**src/rtl/div_unit_if.sv**
```systemverilog
// div_unit_if: execute-stage divider request/response bundle.
// The pipeline side drives start/divsel/flush/operands (master),
// the divider drives busy/done/result (slave).
interface div_unit_if #(
    parameter int XLEN = 32
);
    logic            start;
    logic [2:0]      divsel;
    logic            flush;
    logic [XLEN-1:0] op_a;
    logic [XLEN-1:0] op_b;
    logic            busy;
    logic            done;
    logic [XLEN-1:0] result;

    modport master (
        output start, divsel, flush, op_a, op_b,
        input  busy, done, result
    );

    modport slave (
        input  start, divsel, flush, op_a, op_b,
        output busy, done, result
    );
endinterface

```
**src/rtl/div_unit.sv**
```systemverilog
// div_unit: iterative radix-2 restoring divider for RV32M DIV/DIVU/REM/REMU.
// One operation in flight; XLEN CALC iterations, one FIX cycle, one DONE
// cycle. The result register only changes in FIX and is held afterwards.
// Optional build macro DIV_FAST_SPECIAL_EN: divide-by-zero and signed
// overflow bypass CALC and go straight to FIX (2-cycle latency).
module div_unit #(
    parameter int XLEN = 32
) (
    input  logic          clk,
    input  logic          rst,
    div_unit_if.slave     bus
);
    localparam int CNT_W = $clog2(XLEN + 1);
    localparam logic [XLEN-1:0] MIN_NEG  = {1'b1, {(XLEN-1){1'b0}}};
    localparam logic [XLEN-1:0] ALL_ONES = {XLEN{1'b1}};
    localparam logic [XLEN-1:0] ZERO     = {XLEN{1'b0}};

    typedef enum logic [1:0] {
        S_IDLE = 2'd0,
        S_CALC = 2'd1,
        S_FIX  = 2'd2,
        S_DONE = 2'd3
    } state_t;

    state_t            r_state;
    state_t            w_next;

    logic [CNT_W-1:0]  r_cnt;
    logic [XLEN-1:0]   r_quo;
    logic [XLEN-1:0]   r_rem;
    logic [XLEN-1:0]   r_divisor;
    logic [XLEN-1:0]   r_op_a;
    logic              r_signed;
    logic              r_rem_op;
    logic              r_qsign;
    logic              r_rsign;
    logic              r_div_zero;
    logic              r_ovf;
    logic [XLEN-1:0]   r_result;

    logic              w_valid_sel;
    logic              w_sel_signed;
    logic              w_sel_rem;
    logic              w_accept;
    logic [XLEN-1:0]   w_a_mag;
    logic [XLEN-1:0]   w_b_mag;
    logic              w_div_zero_in;
    logic              w_ovf_in;
    logic [XLEN:0]     w_shift;
    logic [XLEN:0]     w_trial;
    logic [XLEN-1:0]   w_quo_fix;
    logic [XLEN-1:0]   w_rem_fix;
    logic [XLEN-1:0]   w_fix_result;
`ifdef DIV_FAST_SPECIAL_EN
    logic              w_special_in;
`endif

    // Decode divsel into valid/signed/remainder flags.
    always_comb begin
        w_valid_sel  = 1'b0;
        w_sel_signed = 1'b0;
        w_sel_rem    = 1'b0;
        case (bus.divsel)
            3'b001: begin w_valid_sel = 1'b1; w_sel_signed = 1'b1; w_sel_rem = 1'b0; end
            3'b010: begin w_valid_sel = 1'b1; w_sel_signed = 1'b0; w_sel_rem = 1'b0; end
            3'b011: begin w_valid_sel = 1'b1; w_sel_signed = 1'b1; w_sel_rem = 1'b1; end
            3'b100: begin w_valid_sel = 1'b1; w_sel_signed = 1'b0; w_sel_rem = 1'b1; end
            default: begin w_valid_sel = 1'b0; w_sel_signed = 1'b0; w_sel_rem = 1'b0; end
        endcase
    end

    // A start is taken only in IDLE, with a valid code, no flush and no reset
    // (reset wins, so the stall request is withheld while rst is high).
    assign w_accept = (r_state == S_IDLE) && bus.start && w_valid_sel
                      && !bus.flush && !rst;

    // Operand magnitudes and special-case detection on the raw operands.
    always_comb begin
        if (w_sel_signed && bus.op_a[XLEN-1]) begin
            w_a_mag = ZERO - bus.op_a;
        end else begin
            w_a_mag = bus.op_a;
        end
        if (w_sel_signed && bus.op_b[XLEN-1]) begin
            w_b_mag = ZERO - bus.op_b;
        end else begin
            w_b_mag = bus.op_b;
        end
        w_div_zero_in = (bus.op_b == ZERO);
        w_ovf_in      = w_sel_signed && (bus.op_a == MIN_NEG) && (bus.op_b == ALL_ONES);
    end

`ifdef DIV_FAST_SPECIAL_EN
    assign w_special_in = w_div_zero_in || w_ovf_in;
`endif

    // One restoring step: shift {rem,quo} left and trial-subtract the divisor.
    always_comb begin
        w_shift = {r_rem, r_quo[XLEN-1]};
        w_trial = w_shift - {1'b0, r_divisor};
    end

    // Final sign correction followed by the RISC-V special-case overrides.
    always_comb begin
        if (r_signed && r_qsign) begin
            w_quo_fix = ZERO - r_quo;
        end else begin
            w_quo_fix = r_quo;
        end
        if (r_signed && r_rsign) begin
            w_rem_fix = ZERO - r_rem;
        end else begin
            w_rem_fix = r_rem;
        end
        if (r_div_zero) begin
            w_fix_result = r_rem_op ? r_op_a : ALL_ONES;
        end else if (r_ovf) begin
            w_fix_result = r_rem_op ? ZERO : MIN_NEG;
        end else begin
            w_fix_result = r_rem_op ? w_rem_fix : w_quo_fix;
        end
    end

    // FSM state register.
    always_ff @(posedge clk) begin
        if (rst) begin
            r_state <= S_IDLE;
        end else begin
            r_state <= w_next;
        end
    end

    // FSM next-state logic.
    always_comb begin
        w_next = r_state;
        case (r_state)
            S_IDLE: begin
                if (w_accept) begin
`ifdef DIV_FAST_SPECIAL_EN
                    if (w_special_in) begin
                        w_next = S_FIX;
                    end else begin
                        w_next = S_CALC;
                    end
`else
                    w_next = S_CALC;
`endif
                end else begin
                    w_next = S_IDLE;
                end
            end
            S_CALC: begin
                if (bus.flush) begin
                    w_next = S_IDLE;
                end else if (r_cnt == CNT_W'(1)) begin
                    w_next = S_FIX;
                end else begin
                    w_next = S_CALC;
                end
            end
            S_FIX: begin
                if (bus.flush) begin
                    w_next = S_IDLE;
                end else begin
                    w_next = S_DONE;
                end
            end
            S_DONE:  w_next = S_IDLE;
            default: w_next = S_IDLE;
        endcase
    end

    // Datapath: operand capture at start, iteration in CALC, result write in FIX.
    always_ff @(posedge clk) begin
        if (rst) begin
            r_cnt      <= {CNT_W{1'b0}};
            r_quo      <= ZERO;
            r_rem      <= ZERO;
            r_divisor  <= ZERO;
            r_op_a     <= ZERO;
            r_signed   <= 1'b0;
            r_rem_op   <= 1'b0;
            r_qsign    <= 1'b0;
            r_rsign    <= 1'b0;
            r_div_zero <= 1'b0;
            r_ovf      <= 1'b0;
            r_result   <= ZERO;
        end else begin
            case (r_state)
                S_IDLE: begin
                    if (w_accept) begin
                        r_cnt      <= CNT_W'(XLEN);
                        r_quo      <= w_a_mag;
                        r_rem      <= ZERO;
                        r_divisor  <= w_b_mag;
                        r_op_a     <= bus.op_a;
                        r_signed   <= w_sel_signed;
                        r_rem_op   <= w_sel_rem;
                        r_qsign    <= bus.op_a[XLEN-1] ^ bus.op_b[XLEN-1];
                        r_rsign    <= bus.op_a[XLEN-1];
                        r_div_zero <= w_div_zero_in;
                        r_ovf      <= w_ovf_in;
                    end
                end
                S_CALC: begin
                    if (!bus.flush) begin
                        r_cnt <= r_cnt - CNT_W'(1);
                        if (!w_trial[XLEN]) begin
                            r_rem <= w_trial[XLEN-1:0];
                            r_quo <= {r_quo[XLEN-2:0], 1'b1};
                        end else begin
                            r_rem <= w_shift[XLEN-1:0];
                            r_quo <= {r_quo[XLEN-2:0], 1'b0};
                        end
                    end
                end
                S_FIX: begin
                    if (!bus.flush) begin
                        r_result <= w_fix_result;
                    end
                end
                S_DONE: begin
                    r_result <= r_result;
                end
                default: begin
                    r_result <= r_result;
                end
            endcase
        end
    end

    assign bus.busy   = w_accept || (r_state == S_CALC) || (r_state == S_FIX);
    assign bus.done   = (r_state == S_DONE);
    assign bus.result = r_result;

endmodule

```
**src/flat_wrapper.sv**
```systemverilog
// flat-port wrapper written by rule: the top's interface ports become plain ports
module div_unit_flat 
#(
    parameter int XLEN = 32
)
  (clk, rst, bus_start, bus_divsel, bus_flush, bus_op_a, bus_op_b, bus_busy, bus_done, bus_result);
  div_unit_if #(.XLEN(XLEN)) bus_i ();
  input  logic clk;
  input  logic rst;
  input wire logic [$bits(bus_i.start)-1:0] bus_start;
  input wire logic [$bits(bus_i.divsel)-1:0] bus_divsel;
  input wire logic [$bits(bus_i.flush)-1:0] bus_flush;
  input wire logic [$bits(bus_i.op_a)-1:0] bus_op_a;
  input wire logic [$bits(bus_i.op_b)-1:0] bus_op_b;
  output wire logic [$bits(bus_i.busy)-1:0] bus_busy;
  output wire logic [$bits(bus_i.done)-1:0] bus_done;
  output wire logic [$bits(bus_i.result)-1:0] bus_result;
  assign bus_i.start = bus_start;
  assign bus_i.divsel = bus_divsel;
  assign bus_i.flush = bus_flush;
  assign bus_i.op_a = bus_op_a;
  assign bus_i.op_b = bus_op_b;
  assign bus_busy = bus_i.busy;
  assign bus_done = bus_i.done;
  assign bus_result = bus_i.result;
  div_unit #(.XLEN(XLEN)) u_core (.clk(clk), .rst(rst), .bus(bus_i));
endmodule
```
**config.mk**
```make
export PLATFORM = sky130hd
export DESIGN_NAME = div_unit_flat
export DESIGN_NICKNAME = d
export VERILOG_FILES = /design/src/rtl/div_unit_if.sv /design/src/rtl/div_unit.sv /design/src/flat_wrapper.sv
export SDC_FILE = /design/constraint.sdc
export NUM_CORES = 1
export LEC_CHECK = 0
export BUFFER_PORTS_ARGS = -buffer_cell sky130_fd_sc_hd__buf_4
export CAP_MARGIN = 20
export CORE_ASPECT_RATIO = 0.7
export CORE_MARGIN = 2
export CORE_UTILIZATION = 49
export CTS_CLUSTER_SIZE = 10
export DETAILED_ROUTE_END_ITERATION = 6
export PLACE_DENSITY = 0.77
export SLEW_MARGIN = 20
export SYNTH_ARGS = -nofsm -noshare
export SYNTH_HDL_FRONTEND = slang
export SYNTH_SLANG_ARGS = --single-unit
```
**constraint.sdc**
```tcl
create_clock -name clk -period 3.28 [get_ports clk]
set_input_delay 0.656 -clock clk [delete_from_list [all_inputs] [get_ports clk]]
set_output_delay 0.656 -clock clk [all_outputs]
set_load 0.01 [all_outputs]
```
==> run_summary.xml, run 1 <==
<?xml version="1.0" encoding="UTF-8"?>
<metrics>
  <group name="status">
    <metric name="run_status" unit="">finished, final reports clean</metric>
  </group>
  <group name="routing">
    <metric name="drt-total-wl" unit="um">38900</metric>
    <metric name="avgRoutedWirePerCell" unit="um">19.9</metric>
    <metric name="number_of_optimization_iterations_in_the_first_detailed_route_pass" unit="">5</metric>
    <metric name="detail_route.drc_violations" unit="">0</metric>
    <metric name="m1WireLength" unit="um">18500</metric>
    <metric name="viasPerCell" unit="">6.18</metric>
    <metric name="initialDrtViolationCount" unit="">1520</metric>
    <metric name="highest-signal-layer" unit="">met4</metric>
    <metric name="remaining_antenna_violation_count" unit="">0</metric>
    <metric name="met2RoutedLength" unit="um">15100</metric>
    <metric name="route.met3.wl" unit="um">4950</metric>
    <metric name="detailroute.via_count" unit="">12100</metric>
  </group>
  <group name="logic_synthesis">
    <metric name="count_of_flip_flops_with_a_built_in_enable_after_synthesis" unit="">0</metric>
    <metric name="netlist_area" unit="sq mm">0.0118</metric>
    <metric name="syn-mean-instance-area" unit="sq um">7.58</metric>
    <metric name="postSynthCellCount" unit="">1559</metric>
    <metric name="yosysWarningCount" unit="">0</metric>
    <metric name="yosysSeqAreaShare" unit="">0.293</metric>
    <metric name="ys_async_sr_fraction" unit="">0</metric>
    <metric name="synthDistinctLibCells" unit="">75</metric>
    <metric name="yosys_most_used_dff" unit="">dfxtp_1</metric>
    <metric name="synthesis.nets" unit="">1670</metric>
    <metric name="ys_seq_elements" unit="">173</metric>
  </group>
  <group name="setup_path">
    <metric name="worstPathRequired" unit="ns">3.61</metric>
    <metric name="critPathMaxFanout" unit="">38</metric>
    <metric name="reg2reg_depth" unit="">11</metric>
    <metric name="startpoint_type" unit="">flop</metric>
    <metric name="worst_path_max_delay_cell" unit="">dfxtp_1</metric>
    <metric name="timing.critical_path.cells" unit="">ha_1, and3_1, a31oi_1, o21ai_0, a221oi_2, nand4b_1, and3_1, a211o_2, buf_12, mux2i_1, a22o_1</metric>
    <metric name="slowest_delay" unit="ns">0.47</metric>
    <metric name="setup.worst_path.class" unit="">reg2reg</metric>
    <metric name="crit-reg2reg-launch" unit="">u_core.r_rem[15]</metric>
    <metric name="crit_family" unit="">compound AO/OA/AOI/OAI gates</metric>
    <metric name="path_depth" unit="">11</metric>
    <metric name="regToRegEndpoint" unit="">u_core.r_rem[1]</metric>
    <metric name="cp_common_cell" unit="">and3_1</metric>
    <metric name="worst_setup_path_startpoint" unit="">u_core.r_rem[15]</metric>
    <metric name="path_buf_inv" unit="">1</metric>
    <metric name="regToRegSetupSlack" unit="ns">0.18</metric>
    <metric name="timing.critical_path.arrival" unit="ns">3.43</metric>
    <metric name="critPathCaptureType" unit="">flop</metric>
    <metric name="crit_end" unit="">u_core.r_rem[1]</metric>
  </group>
  <group name="timing">
    <metric name="finalClockSkew" unit="ns">0.0100</metric>
    <metric name="finalCriticalPeriod" unit="ns">3.10</metric>
    <metric name="worst_hold_slack" unit="ns">0.427</metric>
    <metric name="tightest_slew" unit="ns">0.862</metric>
    <metric name="tns" unit="ns">0</metric>
    <metric name="timing.final.setup_violations" unit="">0</metric>
    <metric name="report.final.slew_viol_count" unit="">0</metric>
    <metric name="final_hold_vio_count" unit="">0</metric>
    <metric name="grt_setup_unrepaired" unit="">no</metric>
    <metric name="max_freq" unit="MHz">323</metric>
    <metric name="max_slew_margin" unit="">0.425</metric>
    <metric name="share_of_the_cycle_needed_by_the_critical_path_after_routing" unit="">0.945</metric>
  </group>
  <group name="floorplanning">
    <metric name="die-height" unit="um">134</metric>
    <metric name="core" unit="sq mm">0.0236</metric>
    <metric name="rows" unit="">47</metric>
    <metric name="floorplan.die_area" unit="sq mm">0.0254</metric>
    <metric name="floorplan.die.width" unit="um">190</metric>
    <metric name="top_level_ports" unit="">105</metric>
    <metric name="floorplan.initialDensity" unit="">0.500</metric>
  </group>
  <group name="power">
    <metric name="p_per_area" unit="mW/mm^2">407</metric>
    <metric name="peak_ir_drop_on_the_vdd_network" unit="V">0.000388</metric>
    <metric name="static-leakage-power" unit="nW">5.19</metric>
  </group>
  <group name="hold_path">
    <metric name="min_from" unit="">bus_op_a[13]</metric>
    <metric name="timing.hold.worst.class" unit="">in2reg</metric>
  </group>
  <group name="grt">
    <metric name="grt.overflow.total" unit="">0</metric>
    <metric name="grt.total_usage" unit="">0.303</metric>
    <metric name="grt_antenna_before_repair" unit="">1</metric>
    <metric name="grt_max_degree" unit="">78</metric>
    <metric name="wire_length_of_the_first_global_routing_pass" unit="um">59900</metric>
    <metric name="first_global_vias" unit="">10500</metric>
  </group>
  <group name="layout">
    <metric name="most_common_cell_after_layout_fill_and_taps_aside" unit="">nand2_1</metric>
    <metric name="post_route_cells_drive_above_1_share" unit="">0.132</metric>
    <metric name="area_delta_synth_final" unit="%">14.5</metric>
    <metric name="mostFrequentLayoutCells" unit="">nand2_1 (197), dfxtp_1 (171), a21oi_1 (148)</metric>
    <metric name="nNetsFinal" unit="">1734</metric>
  </group>
  <group name="clocking">
    <metric name="clock-root-buffer" unit="">clkbuf_16</metric>
    <metric name="htreeDepth" unit="">4</metric>
    <metric name="tritoncts" unit="">built</metric>
    <metric name="worstSkewPairLatency" unit="ns">0.44</metric>
    <metric name="cts.repair_timing.setup_buffer_count" unit="">0</metric>
    <metric name="cts_buffer_depth" unit="">2</metric>
    <metric name="clk_transition_reported_paths" unit="ns">0.07</metric>
    <metric name="numClockSinks" unit="">173</metric>
    <metric name="cts_inserted_buffers" unit="">17</metric>
  </group>
  <group name="place">
    <metric name="place.detailed.hpwl" unit="um">29100</metric>
    <metric name="port_buffers" unit="">104</metric>
    <metric name="place.gp.congestion" unit="">1.03</metric>
  </group>
  <group name="flow_run">
    <metric name="drv_cap" unit="">0</metric>
  </group>
</metrics>
==> cell usage after synthesis, types with 29 or more instances <==
master,instances,area share
inv_1,63,0.020
ha_1,39,0.041
a211oi_1,29,0.018
nor2_1,131,0.042
o21ai_0,99,0.042
mux2i_1,30,0.025
xnor2_1,89,0.066
nor3_1,39,0.017
dfxtp_1,173,0.29
clkbuf_1,90,0.029
a22oi_1,31,0.020
xor2_1,55,0.041
a21oi_1,148,0.063
nand2_1,198,0.063
==> how the worst min path moves through the flow <==
stage,endpoint,slack [ns],depth (start not counted)
2_1_floorplan,u_core.r_divisor[16],0.43,2
3_3_place_gp,u_core.r_divisor[22],0.44,2
3_5_place_dp,u_core.r_op_a[4],0.44,2
4_1_cts,u_core.r_op_a[13],0.41,3
5_1_grt,u_core.r_op_a[18],0.43,3
6_report,u_core.r_op_a[13],0.43,3
==> what timing repair did <==
item                                    4_1_cts  5_1_grt
endpoints found under the setup margin        0        1
hold buffers                                  0        0
gates resized for setup                       0        1
==> state kept, by name (all words and copies together) (netlist names) <==
register           flops
u_core.r_rem_op        1
u_core.r_state         2
u_core.r_div_zero      1
u_core.r_cnt           6
u_core.r_qsign         1
u_core.r_op_a         32
u_core.r_quo          32
u_core.r_divisor      32
u_core.bus.result     32
u_core.r_rem          32
u_core.r_signed        1
u_core.r_ovf           1
==> report_power, final <==
group	switching (mW)	total (mW)	internal, mW
Clock	0.906	2.06	1.15
Combinational	0.728	1.25	0.521
Sequential	0.0535	2.21	2.15
==> through the flow <==
step,cells,setup slack (ns),total power [mW],utilization,area (sq um)
finish,1955,0.181,5.51,0.573,13500
global route,1954,0.0189,5.73,0.573,13500
CTS,1954,0.199,5.50,0.572,13500
detailed placement,1922,0.204,3.46,0.548,12900
global placement,1922,0.274,3.44,0.548,12900
floorplan,1559,0.535,3.11,-,11800
==> layer usage <==
layer | vias up | GRT usage
met1 | 5657 | 0.478
met4 | 0 | 0.0599
met5 | - | 0
met3 | 32 | 0.0788
li1 | 5703 | -
met2 | 696 | 0.404
==> kinds of logic after synthesis <==
group / count (synthesis) / synth area share
flops: 173 / 0.293
simple gates: 529 / 0.215
mux: 38 / 0.0330
buf+inv: 164 / 0.0545
xor+xnor: 144 / 0.107
fa+ha+maj: 40 / 0.0430
compound gates: 471 / 0.255
==> area by class of cell <==
cell class / count / area (sq um)
Fill cell: 2271 / 10100
Multi-Input combinational cell: 1222 / 7730
Sequential cell: 173 / 3470
Timing Repair Buffer: 146 / 1120
Clock buffer: 21 / 450
Tap cell: 318 / 398
Inverter: 63 / 236
Clock inverter: 11 / 134
Antenna cell: 1 / 2.50
==> worst register-to-register path: cells and delay by family, from the launching register on <==
kind                       cells  cell delay [ns]
AOI/OAI and AO/OA              5             1.18
and+or+nand+nor                3             0.62
DFF                            1             0.47
adders and majority gates      1             0.36
buffers and inverters          1             0.20
muxes                          1             0.16
(Power assumes the default switching activity.)
==> run 2: changes to the inputs <==
--- a/config.mk
+++ b/config.mk
@@ -12,7 +12,7 @@
 export CORE_UTILIZATION = 49
 export CTS_CLUSTER_SIZE = 10
 export DETAILED_ROUTE_END_ITERATION = 6
-export PLACE_DENSITY = 0.77
+export PLACE_DENSITY = 0.68
 export SLEW_MARGIN = 20
 export SYNTH_ARGS = -nofsm -noshare
 export SYNTH_HDL_FRONTEND = slang
==> run_summary.xml, run 2 (synthesized netlist as in run 1, its figures left out) <==
<?xml version="1.0" encoding="UTF-8"?>
<metrics>
  <group name="floorplanning">
    <metric name="die-height" unit="um">134</metric>
    <metric name="floorplan.die_area" unit="sq mm">0.0254</metric>
    <metric name="core" unit="sq mm">0.0236</metric>
    <metric name="top_level_ports" unit="">105</metric>
    <metric name="floorplan.die.width" unit="um">190</metric>
    <metric name="floorplan.initialDensity" unit="">0.500</metric>
    <metric name="rows" unit="">47</metric>
  </group>
  <group name="grt">
    <metric name="grt.overflow.total" unit="">0</metric>
    <metric name="grt_antenna_before_repair" unit="">0</metric>
    <metric name="wire_length_of_the_first_global_routing_pass" unit="um">59900</metric>
    <metric name="first_global_vias" unit="">10400</metric>
    <metric name="grt_max_degree" unit="">60</metric>
    <metric name="grt.total_usage" unit="">0.304</metric>
  </group>
  <group name="timing">
    <metric name="tns" unit="ns">0</metric>
    <metric name="tightest_slew" unit="ns">1.05</metric>
    <metric name="finalCriticalPeriod" unit="ns">3.14</metric>
    <metric name="finalClockSkew" unit="ns">0.0110</metric>
    <metric name="fin_ws" unit="ns">0.144</metric>
    <metric name="final_hold_vio_count" unit="">0</metric>
    <metric name="share_of_the_cycle_needed_by_the_critical_path_after_routing" unit="">0.956</metric>
    <metric name="max_slew_margin" unit="">0.303</metric>
    <metric name="worst_hold_slack" unit="ns">0.435</metric>
    <metric name="max_freq" unit="MHz">319</metric>
    <metric name="report.final.slew_viol_count" unit="">0</metric>
    <metric name="timing.final.setup_violations" unit="">0</metric>
  </group>
  <group name="place">
    <metric name="place.gp.congestion" unit="">0.915</metric>
    <metric name="detailed_place.area" unit="sq mm">0.0131</metric>
    <metric name="place.detailed.hpwl" unit="um">29800</metric>
    <metric name="place_ws" unit="ns">0.142</metric>
    <metric name="numPlacedInstances" unit="">1936</metric>
    <metric name="port_buffers" unit="">104</metric>
  </group>
  <group name="routing">
    <metric name="number_of_optimization_iterations_in_the_first_detailed_route_pass" unit="">6</metric>
    <metric name="avgRoutedWirePerCell" unit="um">20.0</metric>
    <metric name="remaining_antenna_violation_count" unit="">0</metric>
    <metric name="detailroute.via_count" unit="">11900</metric>
    <metric name="detail_route.drc_violations" unit="">0</metric>
    <metric name="initialDrtViolationCount" unit="">1364</metric>
    <metric name="drt-total-wl" unit="um">39300</metric>
    <metric name="viasPerCell" unit="">6.07</metric>
  </group>
  <group name="power">
    <metric name="p_per_area" unit="mW/mm^2">414</metric>
    <metric name="static-leakage-power" unit="nW">5.29</metric>
    <metric name="peak_ir_drop_on_the_vdd_network" unit="V">0.000381</metric>
  </group>
  <group name="layout">
    <metric name="most_common_cell_after_layout_fill_and_taps_aside" unit="">nand2_1</metric>
    <metric name="post_route_cells_drive_above_1_share" unit="">0.142</metric>
    <metric name="final_cell_area" unit="sq mm">0.0137</metric>
    <metric name="mostFrequentLayoutCells" unit="">nand2_1 (197), dfxtp_1 (171), buf_4 (159)</metric>
    <metric name="final_cell_count_no_fill" unit="">1969</metric>
    <metric name="num_antenna_cells" unit="">0</metric>
    <metric name="area_delta_synth_final" unit="%">15.9</metric>
    <metric name="nFillCells" unit="">2245</metric>
    <metric name="nNetsFinal" unit="">1749</metric>
  </group>
  <group name="clocking">
    <metric name="cts_inserted_buffers" unit="">17</metric>
    <metric name="post_cts_hold_buffer_count" unit="">0</metric>
    <metric name="tritoncts" unit="">built</metric>
    <metric name="worstSkewPairLatency" unit="ns">0.45</metric>
    <metric name="htreeDepth" unit="">4</metric>
    <metric name="numClockSinks" unit="">173</metric>
    <metric name="cts_buffer_depth" unit="">2</metric>
    <metric name="clk_transition_reported_paths" unit="ns">0.07</metric>
    <metric name="clock-root-buffer" unit="">clkbuf_16</metric>
  </group>
  <group name="setup_path">
    <metric name="critPathMaxFanout" unit="">34</metric>
    <metric name="startpoint_type" unit="">flop</metric>
    <metric name="timing.critical_path.arrival" unit="ns">3.48</metric>
    <metric name="critPathCaptureType" unit="">flop</metric>
    <metric name="setup.worst_path.class" unit="">reg2reg</metric>
    <metric name="worstPathRequired" unit="ns">3.62</metric>
  </group>
  <group name="hold_path">
    <metric name="timing.hold.worst.class" unit="">in2reg</metric>
  </group>
  <group name="status">
    <metric name="run_status" unit="">finished, final reports clean</metric>
  </group>
  <group name="flow_run">
    <metric name="drv_cap" unit="">0</metric>
  </group>
</metrics>
[run 2: what timing repair did]
action,in CTS,in global routing
endpoints found under the setup margin,0,27
gates resized for setup,0,3
setup buffers,0,1
[run 2: final timing paths]
check / startpoint / cells past startpoint / end / slack, ns
max: u_core.r_quo[31] / 13 / u_core.r_rem[0] / 0.14
min: bus_op_a[25] / 3 / u_core.r_op_a[25] / 0.43
max reg2reg: u_core.r_quo[31] / 13 / u_core.r_rem[0] / 0.14
min reg2reg: u_core.r_op_a[4] / 2 / u_core.r_op_a[4] / 0.45
[run 2: report_power, final]
part           leakage, nW  total [mW]  internal, mW  switching, mW
combinational         3.59        1.27         0.537          0.737
sequential            1.40        2.20          2.15         0.0534
clock                0.296        2.19          1.23          0.959
total                 5.29        5.67          3.92           1.75
[run 2: through the flow]
step           power (mW)  utilization
2_1_floorplan        3.11            -
3_3_place_gp         3.47        0.552
3_5_place_dp         3.48        0.552
4_1_cts              5.65        0.578
5_1_grt              5.87        0.579
6_report             5.67        0.579
[run 2: worst max-delay path, stage by stage (launching register included)]
cell and delay [ns]:
dfxtp_1 0.34, inv_1 0.07, ha_1 0.20, fa_1 0.39, nand2b_1 0.20, a21oi_2 0.21, o21ba_2 0.24, o211ai_2 0.10
nand4b_1 0.16, nand2_1 0.15, a211o_4 0.40, buf_12 0.19, mux2i_1 0.14, a22o_1 0.20
[run 2: cell type report]
class                   count  area [sq um]  share of cell area
multi-input cells        1222          7740               0.565
flip-flops and latches    173          3470               0.253
repair buffers            161          1230              0.0901
clock buffers              18           439              0.0321
well taps                 318           398              0.0291
inverters                  63           236              0.0173
clock inverters            14           181              0.0132
[run 2: routing by layer]
metal | routed length (um) | share of wire | vias to the layer above | global-route usage
met5 | 0 | 0 | - | 0
met4 | 331 | 0.0084 | 0 | 0.0517
met3 | 4280 | 0.11 | 32 | 0.0918
met2 | 15100 | 0.38 | 507 | 0.397
met1 | 19600 | 0.50 | 5664 | 0.482
li1 | - | - | 5740 | -
==> run 3: changes to the inputs <==
--- a/config.mk
+++ b/config.mk
@@ -9,10 +9,10 @@
 export CAP_MARGIN = 20
 export CORE_ASPECT_RATIO = 0.7
 export CORE_MARGIN = 2
-export CORE_UTILIZATION = 49
+export CORE_UTILIZATION = 50
 export CTS_CLUSTER_SIZE = 10
 export DETAILED_ROUTE_END_ITERATION = 6
-export PLACE_DENSITY = 0.68
+export PLACE_DENSITY = 0.69
 export SLEW_MARGIN = 20
 export SYNTH_ARGS = -nofsm -noshare
 export SYNTH_HDL_FRONTEND = slang
==> run_summary.xml, run 3 (synthesized netlist as in run 1, its figures left out) <==
<?xml version="1.0" encoding="UTF-8"?>
<metrics>
  <group name="layout">
    <metric name="post_route_cells_drive_above_1_share" unit="">0.133</metric>
    <metric name="nNetsFinal" unit="">1734</metric>
    <metric name="most_common_cell_after_layout_fill_and_taps_aside" unit="">nand2_1</metric>
    <metric name="mostFrequentLayoutCells" unit="">nand2_1 (197), dfxtp_1 (172), a21oi_1 (147)</metric>
    <metric name="final_cell_area" unit="sq mm">0.0136</metric>
    <metric name="num_antenna_cells" unit="">0</metric>
    <metric name="area_delta_synth_final" unit="%">15.0</metric>
    <metric name="final_util" unit="">0.581</metric>
    <metric name="final_cell_count_no_fill" unit="">1954</metric>
  </group>
  <group name="clocking">
    <metric name="post_cts_hold_buffer_count" unit="">0</metric>
    <metric name="htreeDepth" unit="">4</metric>
    <metric name="worstSkewPairLatency" unit="ns">0.45</metric>
    <metric name="post_cts.resized_instances" unit="">0</metric>
    <metric name="cts_inserted_buffers" unit="">17</metric>
    <metric name="numClockSinks" unit="">173</metric>
    <metric name="cts.repair_timing.setup_buffer_count" unit="">0</metric>
    <metric name="clk_transition_reported_paths" unit="ns">0.07</metric>
    <metric name="clock-root-buffer" unit="">clkbuf_16</metric>
    <metric name="tritoncts" unit="">built</metric>
    <metric name="cts_buffer_depth" unit="">2</metric>
  </group>
  <group name="place">
    <metric name="numPlacedInstances" unit="">1922</metric>
    <metric name="detailed_place.area" unit="sq mm">0.0129</metric>
    <metric name="place.gp.congestion" unit="">0.969</metric>
    <metric name="port_buffers" unit="">104</metric>
    <metric name="place.detailed.hpwl" unit="um">29400</metric>
  </group>
  <group name="timing">
    <metric name="share_of_the_cycle_needed_by_the_critical_path_after_routing" unit="">0.949</metric>
    <metric name="tns" unit="ns">0</metric>
    <metric name="timing.final.setup_violations" unit="">0</metric>
    <metric name="report.final.slew_viol_count" unit="">0</metric>
    <metric name="finalClockSkew" unit="ns">0.0156</metric>
    <metric name="final_hold_vio_count" unit="">0</metric>
    <metric name="grt_setup_unrepaired" unit="">no</metric>
    <metric name="finalCriticalPeriod" unit="ns">3.11</metric>
    <metric name="max_freq" unit="MHz">321</metric>
    <metric name="tightest_slew" unit="ns">1.06</metric>
    <metric name="max_slew_margin" unit="">0.290</metric>
  </group>
  <group name="grt">
    <metric name="first_global_vias" unit="">10600</metric>
    <metric name="grt.overflow.total" unit="">0</metric>
    <metric name="grt_max_degree" unit="">76</metric>
    <metric name="wire_length_of_the_first_global_routing_pass" unit="um">60200</metric>
    <metric name="grt.total_usage" unit="">0.309</metric>
    <metric name="grt_antenna_before_repair" unit="">0</metric>
  </group>
  <group name="floorplanning">
    <metric name="rows" unit="">47</metric>
    <metric name="floorplan.die_area" unit="sq mm">0.0249</metric>
    <metric name="top_level_ports" unit="">105</metric>
    <metric name="core" unit="sq mm">0.0234</metric>
    <metric name="floorplan.die.width" unit="um">188</metric>
    <metric name="die-height" unit="um">133</metric>
    <metric name="floorplan.initialDensity" unit="">0.505</metric>
  </group>
  <group name="power">
    <metric name="peak_ir_drop_on_the_vdd_network" unit="V">0.000392</metric>
    <metric name="static-leakage-power" unit="nW">5.22</metric>
    <metric name="p_per_area" unit="mW/mm^2">422</metric>
  </group>
  <group name="routing">
    <metric name="detailroute.via_count" unit="">11900</metric>
    <metric name="number_of_optimization_iterations_in_the_first_detailed_route_pass" unit="">6</metric>
    <metric name="avgRoutedWirePerCell" unit="um">19.9</metric>
    <metric name="initialDrtViolationCount" unit="">1526</metric>
    <metric name="viasPerCell" unit="">6.09</metric>
    <metric name="detail_route.drc_violations" unit="">0</metric>
    <metric name="remaining_antenna_violation_count" unit="">0</metric>
    <metric name="drt-total-wl" unit="um">38900</metric>
  </group>
  <group name="flow_run">
    <metric name="drv_cap" unit="">0</metric>
  </group>
  <group name="setup_path">
    <metric name="crit-reg2reg-launch" unit="">u_core.r_rem[15]</metric>
    <metric name="crit_end" unit="">u_core.r_rem[1]</metric>
    <metric name="critPathMaxFanout" unit="">27</metric>
    <metric name="startpoint_type" unit="">flop</metric>
    <metric name="critPathCaptureType" unit="">flop</metric>
    <metric name="worstPathRequired" unit="ns">3.63</metric>
    <metric name="setup.worst_path.class" unit="">reg2reg</metric>
    <metric name="regToRegSetupSlack" unit="ns">0.17</metric>
    <metric name="regToRegEndpoint" unit="">u_core.r_rem[1]</metric>
    <metric name="worst_setup_path_startpoint" unit="">u_core.r_rem[15]</metric>
    <metric name="reg2reg_depth" unit="">11</metric>
    <metric name="timing.critical_path.arrival" unit="ns">3.46</metric>
  </group>
  <group name="hold_path">
    <metric name="hold-path-cell-count" unit="">3</metric>
    <metric name="timing.hold.worst.class" unit="">in2reg</metric>
  </group>
  <group name="status">
    <metric name="run_status" unit="">finished, final reports clean</metric>
  </group>
</metrics>
run 3: cell count changes in the layout (fill, tap and decap cells not counted):
cell,delta
dfxtp_2,-1
clkbuf_1,+1
clkbuf_8,+1
bufinv_16,+1
a211o_2,+1
a211o_4,-1
clkinv_4,-2
buf_4,-15
inv_8,-1
dfxtp_1,+1
run 3: routing by layer:
metal	part of all wire	track usage	vias to the layer above
met5	0	0	-
met4	0.014	0.0687	0
met3	0.11	0.0944	37
met2	0.38	0.403	550
met1	0.49	0.483	5605
li1	-	-	5707
run 3: per-stage QoR:
stage	hold WS (ns)	setup slack (ns)	power, mW
after floorplan	0.432	0.535	3.11
after global placement	0.439	0.198	3.47
final	0.425	0.166	5.73
after global routing	0.428	0.0144	5.95
after CTS	0.407	0.212	5.72
after detailed placement	0.443	0.148	3.48
run 3: power breakdown:
part	switching (mW)	total [mW]	internal (mW)
clock	0.935	2.26	1.32
sequential	0.0584	2.21	2.15
combinational	0.726	1.26	0.538
run 3: worst max-delay path: stages (launching register included):
cell and delay, ns:
dfxtp_1 0.50, ha_1 0.36, and3_1 0.24, a31oi_1 0.16
o21ai_0 0.20, a221oi_2 0.31, nand4b_1 0.19, and3_1 0.21
a211o_2 0.30, buf_12 0.18, mux2i_1 0.14, a22o_1 0.20
run 3: final cells by class:
| class | instances | area, sq um |
|---|---|---|
| fillers | 2247 | 9810 |
| multi-input cells | 1222 | 7730 |
| flip-flops and latches | 173 | 3460 |
| repair buffers | 146 | 1120 |
| clock buffers | 20 | 457 |
| well taps | 318 | 398 |
| inverters | 63 | 236 |
| clock inverters | 12 | 183 |
run 3: worst min-delay path by stage:
| stage | from | endpoint | slack [ns] |
|---|---|---|---|
| 2_1_floorplan | u_core.r_divisor[16] | u_core.r_divisor[16] | 0.43 |
| 3_3_place_gp | u_core.r_op_a[2] | u_core.r_op_a[2] | 0.44 |
| 3_5_place_dp | u_core.r_op_a[7] | u_core.r_op_a[7] | 0.44 |
| 4_1_cts | bus_op_a[13] | u_core.r_op_a[13] | 0.41 |
| 5_1_grt | bus_op_a[25] | u_core.r_op_a[25] | 0.43 |
| 6_report | bus_op_a[25] | u_core.r_op_a[25] | 0.42 |
